### config.mk
export PLATFORM = sky130hd
export DESIGN_NAME = hazard_fwd_ctrl
export DESIGN_NICKNAME = d
export VERILOG_FILES = /design/src/rtl/hazard_fwd_ctrl.sv
export SDC_FILE = /design/constraint.sdc
export NUM_CORES = 1
export LEC_CHECK = 0
export BUFFER_PORTS_ARGS = -buffer_cell sky130_fd_sc_hd__buf_2
export CAP_MARGIN = 20
export CORE_ASPECT_RATIO = 0.5
export CORE_MARGIN = 4
export CORE_UTILIZATION = 60
export CTS_BUF_LIST = sky130_fd_sc_hd__clkbuf_8
export CTS_CLUSTER_SIZE = 24
export DETAILED_ROUTE_END_ITERATION = 8
export MAX_ROUTING_LAYER = met4
export PLACE_DENSITY_LB_ADDON = 0.25
export REMOVE_ABC_BUFFERS = 1
export SYNTH_ARGS = -nofsm -noshare
export SYNTH_HDL_FRONTEND = slang
export SYNTH_SLANG_ARGS = --single-unit
### constraint.sdc
create_clock -name clk -period 3.42 [get_ports clk]
set_clock_uncertainty 0.15 [all_clocks]
set_input_delay 0.684 -clock clk [delete_from_list [all_inputs] [get_ports clk]]
set_output_delay 0.684 -clock clk [all_outputs]
set_load 0.01 [all_outputs]
### src/rtl/hazard_fwd_ctrl.sv
// hazard_fwd_ctrl: operand forwarding selects, load-use stall detection and a
// saturating stall counter for a 5-stage in-order pipeline. The module keeps
// its own shadow copy of the register-number fields travelling through
// ID/EX (_p0), EX/MEM (_p1) and MEM/WB (_p2).
module hazard_fwd_ctrl #(
  parameter int CNT_W = 16
) (
  input  logic             clk,
  input  logic             reset,
  input  logic             id_valid,
  input  logic [4:0]       id_rs1,
  input  logic [4:0]       id_rs2,
  input  logic [4:0]       id_rd,
  input  logic             id_regwrite,
  input  logic             id_memread,
  input  logic             flush,
  output logic [1:0]       forward_a,
  output logic [1:0]       forward_b,
  output logic             stall,
  output logic             pc_write,
  output logic             ifid_write,
  output logic [CNT_W-1:0] stall_count
);

  localparam logic [1:0] FWD_RF  = 2'b00;
  localparam logic [1:0] FWD_WB  = 2'b01;
  localparam logic [1:0] FWD_MEM = 2'b10;

  // ID/EX shadow
  logic [4:0] rs1_p0, rs2_p0, rd_p0;
  logic       regwrite_p0, memread_p0;
  // EX/MEM shadow
  logic [4:0] rd_p1;
  logic       regwrite_p1;
  // MEM/WB shadow
  logic [4:0] rd_p2;
  logic       regwrite_p2;

  logic       idex_load;

  // Youngest older producer wins; x0 is never a forwarding source.
  function automatic logic [1:0] fwd_sel(
    input logic [4:0] rs,
    input logic [4:0] rd_mem,
    input logic       rw_mem,
    input logic [4:0] rd_wb,
    input logic       rw_wb
  );
    if (rw_mem && (rd_mem != 5'd0) && (rd_mem == rs))
      return FWD_MEM;
    else if (rw_wb && (rd_wb != 5'd0) && (rd_wb == rs))
      return FWD_WB;
    else
      return FWD_RF;
  endfunction

  // Counter holds at all-ones instead of wrapping.
  function automatic logic [CNT_W-1:0] sat_inc(input logic [CNT_W-1:0] v);
    if (&v)
      return v;
    else
      return v + {{(CNT_W-1){1'b0}}, 1'b1};
  endfunction

  // Hazard detection and forwarding selects, all combinational on the shadows.
  always_comb begin
    forward_a  = fwd_sel(rs1_p0, rd_p1, regwrite_p1, rd_p2, regwrite_p2);
    forward_b  = fwd_sel(rs2_p0, rd_p1, regwrite_p1, rd_p2, regwrite_p2);
    // Flush squashes the consumer anyway, so it overrides the load-use stall.
    stall      = !reset && memread_p0 && (rd_p0 != 5'd0) && id_valid && !flush &&
                 ((rd_p0 == id_rs1) || (rd_p0 == id_rs2));
    pc_write   = !stall;
    ifid_write = !stall;
    idex_load  = id_valid && !stall && !flush;
  end

  // ---- ID -> EX boundary: take the ID instruction or insert a bubble ----
  always_ff @(posedge clk or posedge reset) begin
    if (reset) begin
      rs1_p0      <= 5'd0;
      rs2_p0      <= 5'd0;
      rd_p0       <= 5'd0;
      regwrite_p0 <= 1'b0;
      memread_p0  <= 1'b0;
    end else if (idex_load) begin
      rs1_p0      <= id_rs1;
      rs2_p0      <= id_rs2;
      rd_p0       <= id_rd;
      regwrite_p0 <= id_regwrite;
      memread_p0  <= id_memread;
    end else begin
      rs1_p0      <= 5'd0;
      rs2_p0      <= 5'd0;
      rd_p0       <= 5'd0;
      regwrite_p0 <= 1'b0;
      memread_p0  <= 1'b0;
    end
  end

  // ---- EX -> MEM -> WB boundaries: unconditional shift of destination info ----
  always_ff @(posedge clk or posedge reset) begin
    if (reset) begin
      rd_p1       <= 5'd0;
      regwrite_p1 <= 1'b0;
      rd_p2       <= 5'd0;
      regwrite_p2 <= 1'b0;
    end else begin
      rd_p1       <= rd_p0;
      regwrite_p1 <= regwrite_p0;
      rd_p2       <= rd_p1;
      regwrite_p2 <= regwrite_p1;
    end
  end

  // Count every cycle spent stalled.
  always_ff @(posedge clk or posedge reset) begin
    if (reset)
      stall_count <= '0;
    else if (stall)
      stall_count <= sat_inc(stall_count);
  end

endmodule

; ---- Word-level counts from Yosys, hierarchy flattened
; Cells that the tools add are included.
[totals]
register_bits = 45
output_inout_bits = 23
word_cells = 49
[classes]
add_sub_neg = 1
eq_ne = 6
mux = 9
bitwise = 1
reduce_logical = 22
[op_table]
columns = operator, count
row1 = equality test 5 bit, 6
row2 = "adder 16 x 1 -> 16 bit, second input constant", 1
row3 = AND reduction 16 bit, 1
row4 = two-way mux 5 bit, 3
row5 = nonzero test 5 bit, 3
row6 = logical AND 1 bit, 13
row7 = two-way mux 1 bit, 4
row8 = two-way mux 2 bit, 2
row9 = zero test 1 bit, 3
row10 = AND reduction 2 bit, 1
row11 = logical OR 1 bit, 1
row12 = inverter 1 bit, 1

; ---- Longest topological paths before layout
; Gate-level depths: netlist of run 1.
[depth]
ltp_word = 10
ltp_mapped = 6
mapped_depth_nobuf = 6

; ---- Worst setup path after synthesis of run 1
; OpenSTA, ideal clock, no wires.
[synth_path]
kind = input to output
start = input id_rs2[4]
end = output pc_write
arrival_time_ps = 1764
slack_ps = 822
path_stages = 6
path_cell_list = xnor2_1 nand3_1 o22ai_2 buf_2 nand2_1 buf_4
[synth_via]
elab_chain_len = 4
[synth_rtl]
columns = element, line_no
row1 = "start, declared", 12  ; input logic [4:0] id_rs2,
row2 = equality test 5 bit, 71  ; ((rd_p0 == id_rs1) || (rd_p0 == id_rs2));
row3 = logical OR 1 bit, 71
row4 = logical AND 1 bit, 70  ; stall = !reset && memread_p0 && (rd_p0 != 5'd0) && id_valid && !flush &&
row5 = zero test 1 bit, --
row6 = "end, declared", 20  ; output logic pc_write,
; Every way passes these cells.

; ---- Worst setup path after layout of run 1
[layout_path]
start = register rd_p1[1]
end = output forward_a[0]
[layout_via]
elab_chain_len = 4
elab_cells_between_ends = 5
[layout_rtl]
columns = element, line_no
row1 = "start, declared", 33  ; logic [4:0] rd_p1;
row2 = "start signal, assigned", 108  ; rd_p1 <= rd_p0;
row3 = nonzero test 5 bit, 49  ; if (rw_mem && (rd_mem != 5'd0) && (rd_mem == rs))
row4 = logical AND 1 bit, 49
row5 = logical AND 1 bit (*), 49
row6 = two-way mux 2 bit (*), 49
row7 = "end, declared", 17  ; output logic [1:0] forward_a,
; Mark *: on every way between the ends. The rest lies on a longest branch, timed or not.

==> summary.md, run 1 <==
| Metric | Value |
|---|---|
| Initial antenna violation count | 0 |
| Most used cell, CP | nor4_1 |
| Sw power | 221 µW |
| Crit-path leading delay family | simple AND/OR/NAND/NOR gates |
| Global route total overflow | 0 |
| Max-cap viol count | 0 |
| Clk sinks | 45 |
| Post-DP Area | 0.00233 mm² |
| Fin crit share | 84.5% |
| Reg power frac | 58.2% |
| Asr flop ratio synth | 100% |
| Total power draw | 962 µW |
| P&R area growth vs syn | 16.5% |
| Syn Area/Cell | 11.8 µm² |
| Area of the die | 0.00452 mm² |
| Arr. time, crit path | 2.06 ns |
| Final Max Slew Viols | 0 |
| Post-DRT Antenna Nets | 0 |
| Area leader, netlist | dfrtp_1 |
| Synth cell count leaders | dfrtp_1 (45), xnor2_1 (31), and2_2 (15), xor2_1 (14), nand3_1 (12) |
| Share of layout cells above drive strength 1 | 32.9% |
| Final nets | 247 |
| Final Cell Area | 0.00242 mm² |
| # diodes | 0 |
| PD cells | 398 mW/mm² |
| Internal power | 741 µW |
| Xor/xnor share of the synthesized area | 19.0% |
| Simple-gate area share of the yosys netlist | 20.8% |
| Die height | 49.6 µm |
| Setup TNS | 0 ns |
| Fin crit period | 2.89 ns |
| Slew @ Worst Pin | 0.493 ns |
| Drt via density | 5.39 |
| Clk network pwr share | 33.8% |
| First-pass GRT wire length | 6840 µm |
| Mux share of post-synthesis cell area | 0.543% |
| Wire per inst | 14.9 µm |
| Final hold violation count | 0 |
| Top-count cell post-synth | dfrtp_1 |
| Peak VDD IR | 0.229 mV |
| CTS H-tree lvls | 2 |
| Ys flop type | dfrtp_1 |
| Synth area leaders | dfrtp_1 (54%), xnor2_1 (13%), xor2_1 (5.9%), and2_2 (5.4%), nand3_1 (2.9%) |
| CP max stage delay | 0.52 ns |
| Fin Hold WS | 0.205 ns |
| Fmax | 0.346 GHz |
| Slowest CP cell | or4_1 |
| Die width | 91.2 µm |
| Post-CTS Setup Inserts | 0 |
| RSZ-0062 raised after global routing | no |
| CP Max Fanout | 4 |
| Yosys warning total | 0 |
| CTS root buffer | clkbuf_8 |
| Vias in the first global route | 1526 |
| Initial Utilization | 65.8% |
| Clock Latency Late Sink | 0.30 ns |
| Sequential area share after synthesis | 54.3% |
| Hold Path Class | reg2reg |
| Clk slew on worst S/H paths | 0.08 ns |
| Critical path endpoint category | primary output |
| Switch share | 22.9% |
| Setup Slack @ Placement | 0.844 ns |
| Yosys cell types | 29 |
| Core area | 0.00315 mm² |
| Final setup viols | 0 |
| Drt total wl | 3950 µm |
| Drt drc | 0 |
| Top cell type's share of synthesized area | 54.3% |
| Crit-path cells | or4_1 > o21ai_0 > nor4_1 > nor4_1 > buf_2 |
| CP required | 2.59 ns |
| Cts bufs inserted | 5 |
| Pin count of the biggest net entering global routing | 37 |
| # IOs | 44 |
| Initial DRC Count | 32 |
| Maximum root-to-sink buffer count | 2 |
| CP startpoint kind | flop |
| Combinational power share | 8.1% |
| Synthesized area | 0.00207 mm² |
| Final GP Congestion | 0.852 |
| IO Port Bufs | 43 |
| # resized after CTS | 0 |
| Synth Instances | 176 |
| Via count | 1429 |
| Buffer and inverter count on the worst path | 1 |
| Fillers | 216 |
| Flops & latches, synth | 45 |
| Main combinational cell family by area after synthesis | simple AND/OR/NAND/NOR gates |
| # rows | 14 |
| Rel. slew slack | 66.8% |
| Outcome | finished clean |
| Gr usage total | 20.0% |
| First-pass iteration count of the detailed router | 4 |
| Compound-Gate Fraction of Synth Area | 2.90% |
| Final worst slack | 0.531 ns |
| Leakage | 0.00123 µW |
| Detailed Place HPWL | 3000 µm |
| CTS tree | yes |
| Hold-fix buffers, CTS | 0 |
| EDFF count, synth | 0 |
| CP Class | reg2out |
| Adder-Cell Fraction of Synth Area | 0.603% |
per-stage QoR:
stage          util (%)  std cells
3_3_place_gp       73.9        258
4_1_cts            76.7        265
5_1_grt            76.7        265
3_5_place_dp       73.9        258
6_report           76.7        265
2_1_floorplan         -        173
cells in the final DEF (no fill, tap or decap), types with 2 or more instances in the layout:
cell	n
clkbuf_8	6
nand4_1	8
buf_2	43
nand3_1	12
nor4_1	7
dfrtp_1	45
nand2_1	8
xnor2_1	31
and3_1	3
xor2_1	14
buf_4	2
or4_1	4
inv_1	4
o21ai_0	3
and2_1	2
and2_2	15
nor3_1	2
nor2_1	5
layer usage:
layer / vias to the layer above / share of wire [%] / track usage (%)
met5: - / 0 / -
met4: 0 / 1.7 / 7.50
met3: 6 / 2.6 / 5.02
met2: 18 / 52 / 34.6
met1: 706 / 43 / 22.9
li1: 699 / - / -
registers in the layout (all words and copies together) (netlist names):
name         flops
rs1_p0           5
regwrite_p2      1
rd_p0            5
rd_p1            5
regwrite_p1      1
stall_count     16
rd_p2            5
regwrite_p0      1
memread_p0       1
rs2_p0           5
worst paths after layout:
path	start	to	slack, ns	cells past startpoint
max in group asynchronous	reset	regwrite_p1$_DFF_PP0_	2.13	3
setup / recovery	rd_p1[1]$_DFF_PP0_	forward_a[0]	0.53	5
min in group asynchronous	reset	stall_count[9]$_DFFE_PP0P_	0.21	2
hold reg to reg	regwrite_p0$_DFF_PP0_	regwrite_p1$_DFF_PP0_	0.20	0
hold / removal	regwrite_p0$_DFF_PP0_	regwrite_p1$_DFF_PP0_	0.20	0
setup reg to reg	stall_count[0]$_DFFE_PP0P_	stall_count[1]$_DFFE_PP0P_	1.18	6
worst register-to-register path: stages (launching register included):
cell	delay, ns
dfrtp_1	0.40
ha_1	0.20
nand4_1	0.21
nor4_1	0.44
nor2_1	0.22
nand2_1	0.16
mux2_2	0.35
power by group through the flow:
stage,logic (µW),registers [µW],clock network [µW]
5_1_grt,87.6,562,357
2_1_floorplan,51.5,567,0
4_1_cts,79.2,560,333
3_5_place_dp,78.6,570,0
6_report,77.5,560,325
3_3_place_gp,75.2,570,0
final cells by class:
| class | instances | area (µm²) | area share, % |
|---|---|---|---|
| Sequential cell | 45 | 1130 | 46.6 |
| Multi-Input combinational cell | 124 | 910 | 37.6 |
| Timing Repair Buffer | 45 | 230 | 9.52 |
| Clock buffer | 6 | 82.6 | 3.42 |
| Tap cell | 40 | 50.0 | 2.07 |
| Inverter | 4 | 15.0 | 0.621 |
| Clock inverter | 1 | 3.75 | 0.155 |
cells by family after synthesis:
kind of cell,count (synthesis)
fa+ha+maj,1
compound gates,6
xor+xnor,45
mux,1
flops,45
simple gates,71
buf+inv,7
No activity file was read; power rests on OpenSTA's default activity.
==> inputs of run 2 (changes only) <==
CORE_UTILIZATION = 51   (was 60)
clock period = 2.6 ns   (was 3.42 ns; I/O delays follow)
==> run 2 against run 1 <==
Compared with the run above: cell count grew 7.5%; sequential power grew 31%; clock power is 60% higher.
==> summary.md, run 2 (synthesized netlist as in run 1, its figures left out) <==
| Metric | Value |
|---|---|
| CTS H-tree lvls | 2 (unchanged) |
| Max-cap viol count | 0 (unchanged) |
| Drt via density | 4.93 (-8.5%) |
| P&R area growth vs syn | 21.2% |
| Final Non-Filler Cells | 285 (+7.5%) |
| Clock Latency Late Sink | 0.30 ns (about the same) |
| Post-DP Area | 0.00236 mm² (+1.1%) |
| Reg2Reg Depth | 6 (unchanged) |
| Post-DRT Antenna Nets | 0 (unchanged) |
| Core area | 0.00390 mm² (+24%) |
| Maximum root-to-sink buffer count | 2 (unchanged) |
| Hold-fix buffers, CTS | 0 (unchanged) |
| Initial DRC Count | 52 (+63%) |
| Multi-input gate area | 926 µm² (+1.8%) |
| Reg-to-reg critical path startpoint | rd_p0[1]$_DFF_PP0_ |
| Fillers | 321 (+49%) |
| Final setup viols | 0 (unchanged) |
| PD cells | 542 mW/mm² (+36%) |
| Detailed Place HPWL | 2820 µm (-6.0%) |
| CTS tree | yes |
| Gr usage total | 16.3% (-3.7 points) |
| Initial antenna violation count | 0 (unchanged) |
| Top reg by flops | stall_count |
| First-pass GRT wire length | 6210 µm (-9.3%) |
| Clk sinks | 45 (unchanged) |
| CTS root buffer | clkbuf_8 |
| Cells after DPL | 273 (+5.8%) |
| WHS Path Cells | 0 (unchanged) |
| Share of layout cells above drive strength 1 | 35.9% (+3.0 points) |
| Final Cell Area | 0.00251 mm² (+4.0%) |
| Fin crit period | 2.55 ns |
| Hold wc startpoint | regwrite_p0$_DFF_PP0_ |
| CP Max Fanout | 3 (-1) |
| First-pass iteration count of the detailed router | 4 (unchanged) |
| Final nets | 252 (+2.0%) |
| Initial Utilization | 53.1% (-13 points) |
| Hold EP | regwrite_p1$_DFF_PP0_ |
| Critical path endpoint category | primary output |
| Via count | 1406 (-1.6%) |
| Vias in the first global route | 1424 (-6.7%) |
| Fin crit share | 98.1% |
| Outcome | finished clean |
| Cts bufs inserted | 5 (unchanged) |
| Register area | 0.00113 mm² (unchanged) |
| Fmax | 0.392 GHz |
| Pin count of the biggest net entering global routing | 46 (+24%) |
| Drt drc | 0 (unchanged) |
| RSZ-0062 raised after global routing | yes |
| Peak VDD IR | 0.343 mV (+50%) |
| # rows | 16 (+2) |
| IO Port Bufs | 43 (unchanged) |
| Drt total wl | 3870 µm (-2.0%) |
| Area of the die | 0.00521 mm² (+15%) |
| Reg2Reg Setup Slack | 0.49 ns (-0.69 ns) |
| Die width | 98.2 µm (+7.7%) |
| Largest register FFs | 16 (unchanged) |
| Rel. slew slack | 63.3% (-3.5 points) |
| Most common cell after layout, fill and taps aside | dfrtp_1 |
| # IOs | 44 (unchanged) |
| CP startpoint kind | flop |
| # diodes | 0 (unchanged) |
| Leakage | 0.00126 µW (+3.0%) |
| Total power draw | 1360 µW (+42%) |
| Hold Path Class | reg2reg |
| Final GP Congestion | 0.814 (-4.5%) |
| Clk slew on worst S/H paths | 0.08 ns (about the same) |
| Final hold violation count | 0 (unchanged) |
| Wire per inst | 13.6 µm (-8.9%) |
| Die height | 53.1 µm (+7.1%) |
| Most frequent cells in the layout | dfrtp_1 (45), buf_2 (43), xnor2_1 (31), and2_2 (15), xor2_1 (14) |
| CP required | 1.93 ns (-0.66 ns) |
| Final Max Slew Viols | 0 (unchanged) |
| Global route total overflow | 0 (unchanged) |
| Capture point of the worst reg-to-reg path | stall_count[1]$_DFFE_PP0P_ |
| Arr. time, crit path | 1.88 ns (-0.18 ns) |
| Slew @ Worst Pin | 0.550 ns (+0.0572 ns) |
| CP Class | reg2out |
## run 2: cell count changes in the layout (fill, tap and decap cells not counted)
cell	change
o21ai_2	+1
clkinv_4	+1
o21ai_1	+1
nor4_2	+2
nor4_1	-2
clkbuf_8	-1
o21ai_0	-2
bufinv_16	+1
buf_4	+5
## run 2: how the worst max path moves through the flow
stage                        from           end  slack, ns  depth (start not counted)
2_1_floorplan  rd_p1[1]$_DFF_PP0_  forward_a[0]       0.24                          4
3_3_place_gp   rd_p1[1]$_DFF_PP0_  forward_b[0]       0.26                          5
3_5_place_dp   rd_p1[1]$_DFF_PP0_  forward_a[0]       0.24                          5
4_1_cts        rd_p1[3]$_DFF_PP0_  forward_a[0]       0.02                          5
5_1_grt        rd_p2[0]$_DFF_PP0_  forward_a[0]      -0.02                          4
6_report       rd_p2[0]$_DFF_PP0_  forward_a[0]       0.05                          4
## run 2: per-layer routing
layer / GRT usage (%) / wire length [µm]
met5: - / 0
met2: 29.4 / 1980
met3: 5.13 / 140
met4: 6.35 / 65
met1: 17.5 / 1690
## run 2: layout make-up
class                           count  area share [%]
Clock buffer                        5            2.74
Clock inverter                      3            1.69
Inverter                            4           0.597
Multi-Input combinational cell    124            36.8
Sequential cell                    45            44.8
Tap cell                           54            2.69
Timing Repair Buffer               50            10.7
## run 2: per-stage QoR
stage               hold WS [ns]  utilization (%)  TNS (ns)  setup slack [ns]
finish                     0.204             64.4         0            0.0483
global route               0.212             64.4   -0.0237           -0.0237
CTS                        0.204             63.6         0            0.0225
detailed placement         0.185             60.4         0             0.242
global placement           0.184             60.4         0             0.265
floorplan                  0.181                -         0             0.238
## run 2: critical path, stage by stage, from the launching register on
cell     delay (ns)
dfrtp_1        0.42
xor2_1         0.16
or4_1          0.55
nor4_2         0.28
buf_2          0.17
## run 2: where the power goes
part | total (µW) | switching [µW] | internal (µW)
sequential | 735 | 18.4 | 717
combinational | 108 | 53.9 | 54.0
clock | 519 | 234 | 285
## run 2: repair_timing
action / 4_1_cts / 5_1_grt
endpoints found under the setup margin: 2 / 3
buffers inserted: 2 / 2
pin swaps: 0 / 5
gates cloned: 0 / 0
gates resized for setup: 1 / 4
